$ cat src/rtl/sobel_gradient_core_if.sv
`default_nettype none
// ============================================================================
// Module   : sobel_gradient_core_if
// Brief    : Window-in / edge-out signal bundle for the Sobel gradient core.
//            The window source drives through the master modport; the core
//            consumes through the slave modport.
// Revision : 1.0 - initial release
// ============================================================================
interface sobel_gradient_core_if;
  logic [7:0] data_0_i;
  logic [7:0] data_1_i;
  logic [7:0] data_2_i;
  logic [7:0] data_3_i;
  logic [7:0] data_4_i;
  logic [7:0] data_5_i;
  logic [7:0] data_6_i;
  logic [7:0] data_7_i;
  logic [7:0] data_8_i;
  logic       done_i;
  logic [7:0] edge_o;
  logic       done_o;
  logic       frame_done_o;

  modport master (
    output data_0_i, data_1_i, data_2_i,
    output data_3_i, data_4_i, data_5_i,
    output data_6_i, data_7_i, data_8_i,
    output done_i,
    input  edge_o, done_o, frame_done_o
  );

  modport slave (
    input  data_0_i, data_1_i, data_2_i,
    input  data_3_i, data_4_i, data_5_i,
    input  data_6_i, data_7_i, data_8_i,
    input  done_i,
    output edge_o, done_o, frame_done_o
  );
endinterface
`default_nettype wire

$ cat src/rtl/sobel_gradient_core.sv
`default_nettype none
// ============================================================================
// Module   : sobel_gradient_core
// Brief    : Three-stage Sobel edge-magnitude pipeline. Stage 1 forms the
//            four unsigned partial sums, stage 2 the absolute gradients,
//            stage 3 the saturated |Gx|+|Gy| (or a binary edge when
//            SOBEL_THRESH_EN is defined). Counts output pixels and pulses
//            frame_done_o with the last output of each frame.
// Options  : SOBEL_THRESH_EN - binarise against THRESHOLD instead of
//            emitting the saturated magnitude.
// Revision : 1.0 - initial release
// ============================================================================
module sobel_gradient_core #(
  parameter int IMG_WIDTH  = 640,
  parameter int IMG_HEIGHT = 480,
  parameter int THRESHOLD  = 100
) (
  input  wire logic           sys_clk_i,
  input  wire logic           sys_rst_i,
  sobel_gradient_core_if.slave bus
);

  // Output pixels per frame: the 3x3 window loses a one-pixel border.
  localparam int c_pix_total = (IMG_WIDTH - 2) * (IMG_HEIGHT - 2);
  localparam int c_cnt_w     = $clog2(c_pix_total + 1);
  localparam logic [c_cnt_w-1:0] c_cnt_last = c_cnt_w'(c_pix_total - 1);

  // Parameter sanity: the window needs at least a 3x3 image, and the
  // threshold must lie within the reachable 11-bit sum range.
  if (IMG_WIDTH < 3 || IMG_HEIGHT < 3) begin : g_bad_dims
    $error("sobel_gradient_core: image dimensions must be >= 3");
  end
  if (THRESHOLD < 0 || THRESHOLD > 2040) begin : g_bad_threshold
    $error("sobel_gradient_core: THRESHOLD out of range 0..2040");
  end

  // Stage 1 partial sums (each at most 4*255 = 1020)
  logic [9:0] gx_pos_d, gx_pos_q;
  logic [9:0] gx_neg_d, gx_neg_q;
  logic [9:0] gy_pos_d, gy_pos_q;
  logic [9:0] gy_neg_d, gy_neg_q;
  // Stage 2 absolute gradients
  logic [9:0] abs_gx_d, abs_gx_q;
  logic [9:0] abs_gy_d, abs_gy_q;
  // Stage 3 result and control
  logic [10:0]        w_sum;
  logic [7:0]         edge_d, edge_q;
  logic               v1_d, v1_q;
  logic               v2_d, v2_q;
  logic               done_d, done_q;
  logic               frame_done_d, frame_done_q;
  logic [c_cnt_w-1:0] cnt_d, cnt_q;
  logic               w_cnt_at_last;

  // Stage 1: weighted column/row sums; centre tap carries weight 2.
  always_comb begin
    gx_pos_d = {2'b00, bus.data_2_i} + {1'b0, bus.data_5_i, 1'b0} + {2'b00, bus.data_8_i};
    gx_neg_d = {2'b00, bus.data_0_i} + {1'b0, bus.data_3_i, 1'b0} + {2'b00, bus.data_6_i};
    gy_pos_d = {2'b00, bus.data_6_i} + {1'b0, bus.data_7_i, 1'b0} + {2'b00, bus.data_8_i};
    gy_neg_d = {2'b00, bus.data_0_i} + {1'b0, bus.data_1_i, 1'b0} + {2'b00, bus.data_2_i};
  end

  // Stage 2: magnitude as larger minus smaller, so no signed arithmetic.
  always_comb begin
    abs_gx_d = (gx_pos_q >= gx_neg_q) ? (gx_pos_q - gx_neg_q) : (gx_neg_q - gx_pos_q);
    abs_gy_d = (gy_pos_q >= gy_neg_q) ? (gy_pos_q - gy_neg_q) : (gy_neg_q - gy_pos_q);
  end

  // Stage 3: combine gradients; edge only moves when a valid window arrives.
  always_comb begin
    w_sum  = {1'b0, abs_gx_q} + {1'b0, abs_gy_q};
    edge_d = edge_q;
    if (v2_q) begin
`ifdef SOBEL_THRESH_EN
      edge_d = (int'({21'd0, w_sum}) > THRESHOLD) ? 8'hFF : 8'h00;
`else
      edge_d = (w_sum > 11'd255) ? 8'hFF : w_sum[7:0];
`endif
    end
  end

  // Valid pipeline and frame pixel counter; counter wraps on the last pixel.
  always_comb begin
    v1_d          = bus.done_i;
    v2_d          = v1_q;
    done_d        = v2_q;
    w_cnt_at_last = (cnt_q == c_cnt_last);
    frame_done_d  = v2_q && w_cnt_at_last;
    cnt_d         = cnt_q;
    if (v2_q) begin
      cnt_d = w_cnt_at_last ? '0 : cnt_q + 1'b1;
    end
  end

  // Datapath registers; validity is tracked separately so no reset needed.
  always_ff @(posedge sys_clk_i) begin
    gx_pos_q <= gx_pos_d;
    gx_neg_q <= gx_neg_d;
    gy_pos_q <= gy_pos_d;
    gy_neg_q <= gy_neg_d;
    abs_gx_q <= abs_gx_d;
    abs_gy_q <= abs_gy_d;
  end

  // Control and output registers; reset drops any windows still in flight.
  always_ff @(posedge sys_clk_i) begin
    if (sys_rst_i) begin
      v1_q         <= 1'b0;
      v2_q         <= 1'b0;
      done_q       <= 1'b0;
      frame_done_q <= 1'b0;
      edge_q       <= 8'h00;
      cnt_q        <= '0;
    end else begin
      v1_q         <= v1_d;
      v2_q         <= v2_d;
      done_q       <= done_d;
      frame_done_q <= frame_done_d;
      edge_q       <= edge_d;
      cnt_q        <= cnt_d;
    end
  end

  assign bus.edge_o       = edge_q;
  assign bus.done_o       = done_q;
  assign bus.frame_done_o = frame_done_q;

endmodule
`default_nettype wire

$ cat src/flat_wrapper.sv
// flat-port wrapper written by rule: the top's interface ports become plain ports
module sobel_gradient_core_flat 
#(
  parameter int IMG_WIDTH  = 640,
  parameter int IMG_HEIGHT = 480,
  parameter int THRESHOLD  = 100
)
  (sys_clk_i, sys_rst_i, bus_data_0_i, bus_data_1_i, bus_data_2_i, bus_data_3_i, bus_data_4_i, bus_data_5_i, bus_data_6_i, bus_data_7_i, bus_data_8_i, bus_done_i, bus_edge_o, bus_done_o, bus_frame_done_o);
  sobel_gradient_core_if bus_i ();
  input  wire logic sys_clk_i;
  input  wire logic sys_rst_i;
  input wire logic [$bits(bus_i.data_0_i)-1:0] bus_data_0_i;
  input wire logic [$bits(bus_i.data_1_i)-1:0] bus_data_1_i;
  input wire logic [$bits(bus_i.data_2_i)-1:0] bus_data_2_i;
  input wire logic [$bits(bus_i.data_3_i)-1:0] bus_data_3_i;
  input wire logic [$bits(bus_i.data_4_i)-1:0] bus_data_4_i;
  input wire logic [$bits(bus_i.data_5_i)-1:0] bus_data_5_i;
  input wire logic [$bits(bus_i.data_6_i)-1:0] bus_data_6_i;
  input wire logic [$bits(bus_i.data_7_i)-1:0] bus_data_7_i;
  input wire logic [$bits(bus_i.data_8_i)-1:0] bus_data_8_i;
  input wire logic [$bits(bus_i.done_i)-1:0] bus_done_i;
  output wire logic [$bits(bus_i.edge_o)-1:0] bus_edge_o;
  output wire logic [$bits(bus_i.done_o)-1:0] bus_done_o;
  output wire logic [$bits(bus_i.frame_done_o)-1:0] bus_frame_done_o;
  assign bus_i.data_0_i = bus_data_0_i;
  assign bus_i.data_1_i = bus_data_1_i;
  assign bus_i.data_2_i = bus_data_2_i;
  assign bus_i.data_3_i = bus_data_3_i;
  assign bus_i.data_4_i = bus_data_4_i;
  assign bus_i.data_5_i = bus_data_5_i;
  assign bus_i.data_6_i = bus_data_6_i;
  assign bus_i.data_7_i = bus_data_7_i;
  assign bus_i.data_8_i = bus_data_8_i;
  assign bus_i.done_i = bus_done_i;
  assign bus_edge_o = bus_i.edge_o;
  assign bus_done_o = bus_i.done_o;
  assign bus_frame_done_o = bus_i.frame_done_o;
  sobel_gradient_core #(.IMG_WIDTH(IMG_WIDTH), .IMG_HEIGHT(IMG_HEIGHT), .THRESHOLD(THRESHOLD)) u_core (.sys_clk_i(sys_clk_i), .sys_rst_i(sys_rst_i), .bus(bus_i));
endmodule
$ cat config.mk
export PLATFORM = sky130hd
export DESIGN_NAME = sobel_gradient_core_flat
export DESIGN_NICKNAME = d
export VERILOG_FILES = /design/src/rtl/sobel_gradient_core_if.sv /design/src/rtl/sobel_gradient_core.sv /design/src/flat_wrapper.sv
export SDC_FILE = /design/constraint.sdc
export NUM_CORES = 1
export LEC_CHECK = 0
export ABC_AREA = 1
export CAP_MARGIN = 5
export CORE_UTILIZATION = 55
export CTS_CLUSTER_DIAMETER = 40
export DETAILED_ROUTE_END_ITERATION = 10
export HOLD_SLACK_MARGIN = 0.15
export PLACE_DENSITY = 0.88
export SKIP_LAST_GASP = 1
export SLEW_MARGIN = 20
export SYNTH_ARGS = -nofsm -noshare
export SYNTH_HDL_FRONTEND = slang
export SYNTH_SLANG_ARGS = --single-unit
$ cat constraint.sdc
create_clock -name sys_clk_i -period 3.2 [get_ports sys_clk_i]
set_input_delay 0.96 -clock sys_clk_i [delete_from_list [all_inputs] [get_ports sys_clk_i]]
set_output_delay 0.96 -clock sys_clk_i [all_outputs]
set_load 0.02 [all_outputs]
==> results.toml <==
[timing]
fin_skew_ns = 0.00736
period_share_pct = 97.4
min_period_ns = 3.12
max-slew-margin-rel_pct = 69.4
setup_slack_ns = 0.0827
worst_pin_slew_ns = 0.457
fmax_mhz = 321
rsz0062_at_grt = "false"
setup_viol = 0
final-hold-violation-count = 0
slew_violations = 0
holdWs_ns = 0.411

[cells_and_area]
drive_above_1_share_pct = 5.27
antenna_cells = 0
final_common_cell = "nand2_1"
syn_to_final_growth_pct = 18.7
finalNetCount = 1236
finish.utilization_pct = 67.1
nFillCells = 1007
layout_common_cells = "nand2_1, inv_1, dfxtp_1"

[clock_tree]
clk_path_buf_depth = 2
cts_num_sinks = 91
root_buffer = "clkbuf_16"
htreeDepth = 3
clkTransAtPathRegs_ns = 0.06
clk_latency_ns = 0.35
cts_tree = "built"
cts_buffers = 9

[yosys]
syn-num-nets = 1145
ys_seq_area_share_pct = 25.5
syn_avg_cell_area_um2 = 7.53
syn_inst = 948
syn_area_mm2 = 0.00714
ys_ff_latch = 91
yosys_warnings = 0
yosysUniqueCellTypes = 32

[setup_path]
timing.rr.start = "u_core.gx_neg_q[5]$_DFF_P_"
cp_slowest_stage_delay_ns = 0.59
cp-endpoint = "u_core.gy_neg_q[7]$_DFF_P_"
cp_num_buf_inv = 2
r2r_end = "u_core.abs_gx_q[4]$_DFF_P_"
slowest_stage = "fa_1"
endpoint_kind = "flip-flop"
cp.arrival_ns = 3.35
crit_path_start_kind = "input port"
crit_start = "bus_data_2_i[1]"
crit_cells = 10
path_max_fanout = 2
cp_top_family = "adder cells"
required_ns = 3.43
path_class = "input port to flip-flop"
reg2reg_depth = 9
rrSetupSlack_ns = 1.03
worstPathCellList = "clkdlybuf4s50_1 -> fa_1 -> ha_1 -> inv_1 -> fa_1 -> o21ai_1 -> a21oi_1 -> nor2_1 -> nor2_1 -> xnor2_1"

[die]
pin_count = 85
die_area_mm2 = 0.0134
initial_core_util_pct = 56.6
die_x_um = 116
rows = 41
design.core.area_mm2 = 0.0126
die_h_um = 116

[routing]
wl_met2_um = 8140
first_pass_iters = 5
drtAntennaViolNets = 0
drcViolationCount = 0
met1_length_um = 6720
finalWirelength_um = 16100
wl_per_cell_um = 13.2
dr_total_vias = 6260
wl_met3_um = 693
vias_per_cell = 5.15
dr.first_iter.drc_count = 385
highest_layer = "met4"

[placed_design]
io_buffer_count = 76
place.gp.congestion = 0.953
hpwl_um = 13400
place_ws_ns = -0.326

[global_routing]
grt_pass1_wl_um = 27000
grt-ovfl-total = 0
grt_max_degree = 20
grt_usage_pct = 25.6
grt_pass1_vias = 6240
antenna_found_initial = 0

[worst_hold_path]
min_path_type = "flip-flop to flip-flop"
hold_start = "u_core.v1_q$_SDFF_PP0_"

[power]
cellLeakagePower_nw = 4.05
vdd_ir_drop_max_mv = 0.476
power_mw = 7.06
power.density_mw_per_mm2 = 833

[job]
maxCapViolations = 0

[outcome]
status = "finished clean"
[sequential cells by signal (all words and copies together) (netlist names), 8 cells and up]
signal / cells
u_core.gx_pos_q: 10
u_core.abs_gy_q: 10
u_core.gy_pos_q: 10
u_core.gy_neg_q: 10
u_core.abs_gx_q: 10
u_core.gx_neg_q: 10
u_core.cnt_q: 19
u_core.bus.edge_o: 8
[repair_timing]
| action | CTS | global route |
|---|---|---|
| setup endpoints to repair | 0 | 4 |
| hold buffers | 0 | 0 |
| resized for setup | 0 | 4 |
| setup buffers | 0 | 0 |
[cells in the mapped netlist]
cell type | number | area share [%]
nand2_1 | 203 | 11
inv_1 | 151 | 7.9
dfxtp_1 | 91 | 26
ha_1 | 85 | 15
a21oi_1 | 83 | 5.8
nor2_1 | 70 | 3.7
xor2_1 | 48 | 5.9
o21ai_0 | 38 | 2.7
fa_1 | 37 | 10
nand3_1 | 31 | 2.2
nand4_1 | 16 | 1.4
o21ai_1 | 16 | 1.1
nor3_1 | 12 | 0.84
xnor2_1 | 12 | 1.5
nand3b_1 | 9 | 0.95
nor2_2 | 6 | 0.53
clkbuf_2 | 5 | 0.35
nand2_2 | 5 | 0.44
o211ai_1 | 5 | 0.53
o21bai_1 | 4 | 0.42
clkbuf_1 | 3 | 0.16
inv_2 | 3 | 0.16
buf_2 | 2 | 0.14
buf_4 | 2 | 0.21
nand4_2 | 2 | 0.35
nor2_4 | 2 | 0.32
nor3b_2 | 2 | 0.35
a21oi_2 | 1 | 0.12
buf_6 | 1 | 0.16
nor3_2 | 1 | 0.14
nor3b_1 | 1 | 0.11
or2_2 | 1 | 0.088
[per-stage QoR]
stage / cell area (um2) / cells / TNS, ns
4_1_cts: 8470 / 1216 / 0
5_1_grt: 8470 / 1216 / 0
6_report: 8470 / 1216 / 0
3_3_place_gp: 8170 / 1200 / -1.20
3_5_place_dp: 8170 / 1200 / -1.98
2_1_floorplan: 7140 / 948 / 0
[kinds of logic (layout without fill, tap and decap cells)]
group / count (synthesis) / in the layout / share of synthesized area [%]
simple gates: 361 / 361 / 22.0
buf+inv: 167 / 263 / 9.12
compound gates: 147 / 147 / 10.7
fa+ha+maj: 122 / 122 / 25.3
flops: 91 / 91 / 25.5
xor+xnor: 60 / 60 / 7.36
[layout make-up]
type                            count  area [um2]  area share, %
Timing Repair Buffer               93         888           10.5
Multi-Input combinational cell    690        4660           55.1
Sequential cell                    91        1820           21.5
Tap cell                          172         215           2.54
Clock buffer                       11         243           2.87
Clock inverter                      5        60.1          0.709
Inverter                          154         578           6.82
[layer usage]
| metal | global-route usage (%) | vias to the layer above |
|---|---|---|
| met2 | 47.8 | 200 |
| li1 | - | 3192 |
| met1 | 28.7 | 2826 |
| met4 | 11.4 | 0 |
| met5 | 0 | - |
| met3 | 3.71 | 42 |
[worst min-delay path by stage]
stage | slack [ns] | cells past startpoint | end
after global routing | 0.44 | 2 | u_core.done_d$_SDFF_PP0_
final | 0.41 | 2 | u_core.done_d$_SDFF_PP0_
after detailed placement | 0.41 | 2 | u_core.done_d$_SDFF_PP0_
after CTS | 0.41 | 2 | u_core.done_d$_SDFF_PP0_
after global placement | 0.39 | 2 | u_core.done_d$_SDFF_PP0_
after floorplan | 0.39 | 2 | u_core.done_d$_SDFF_PP0_
[worst register-to-register path: stages, from the launching register on]
cell and delay [ns]:
dfxtp_1 0.35, inv_1 0.05, ha_1 0.33, inv_1 0.15
o21ai_0 0.19, o21ai_1 0.17, nand4_1 0.38, inv_1 0.34
nand2_1 0.10, nand2_1 0.07
[where the power goes]
group,switching [mW],internal [mW]
Sequential,0.177,1.49
Clock,0.437,0.631
Combinational,2.65,1.67
Total,3.26,3.79
(Power assumes the default switching activity.)
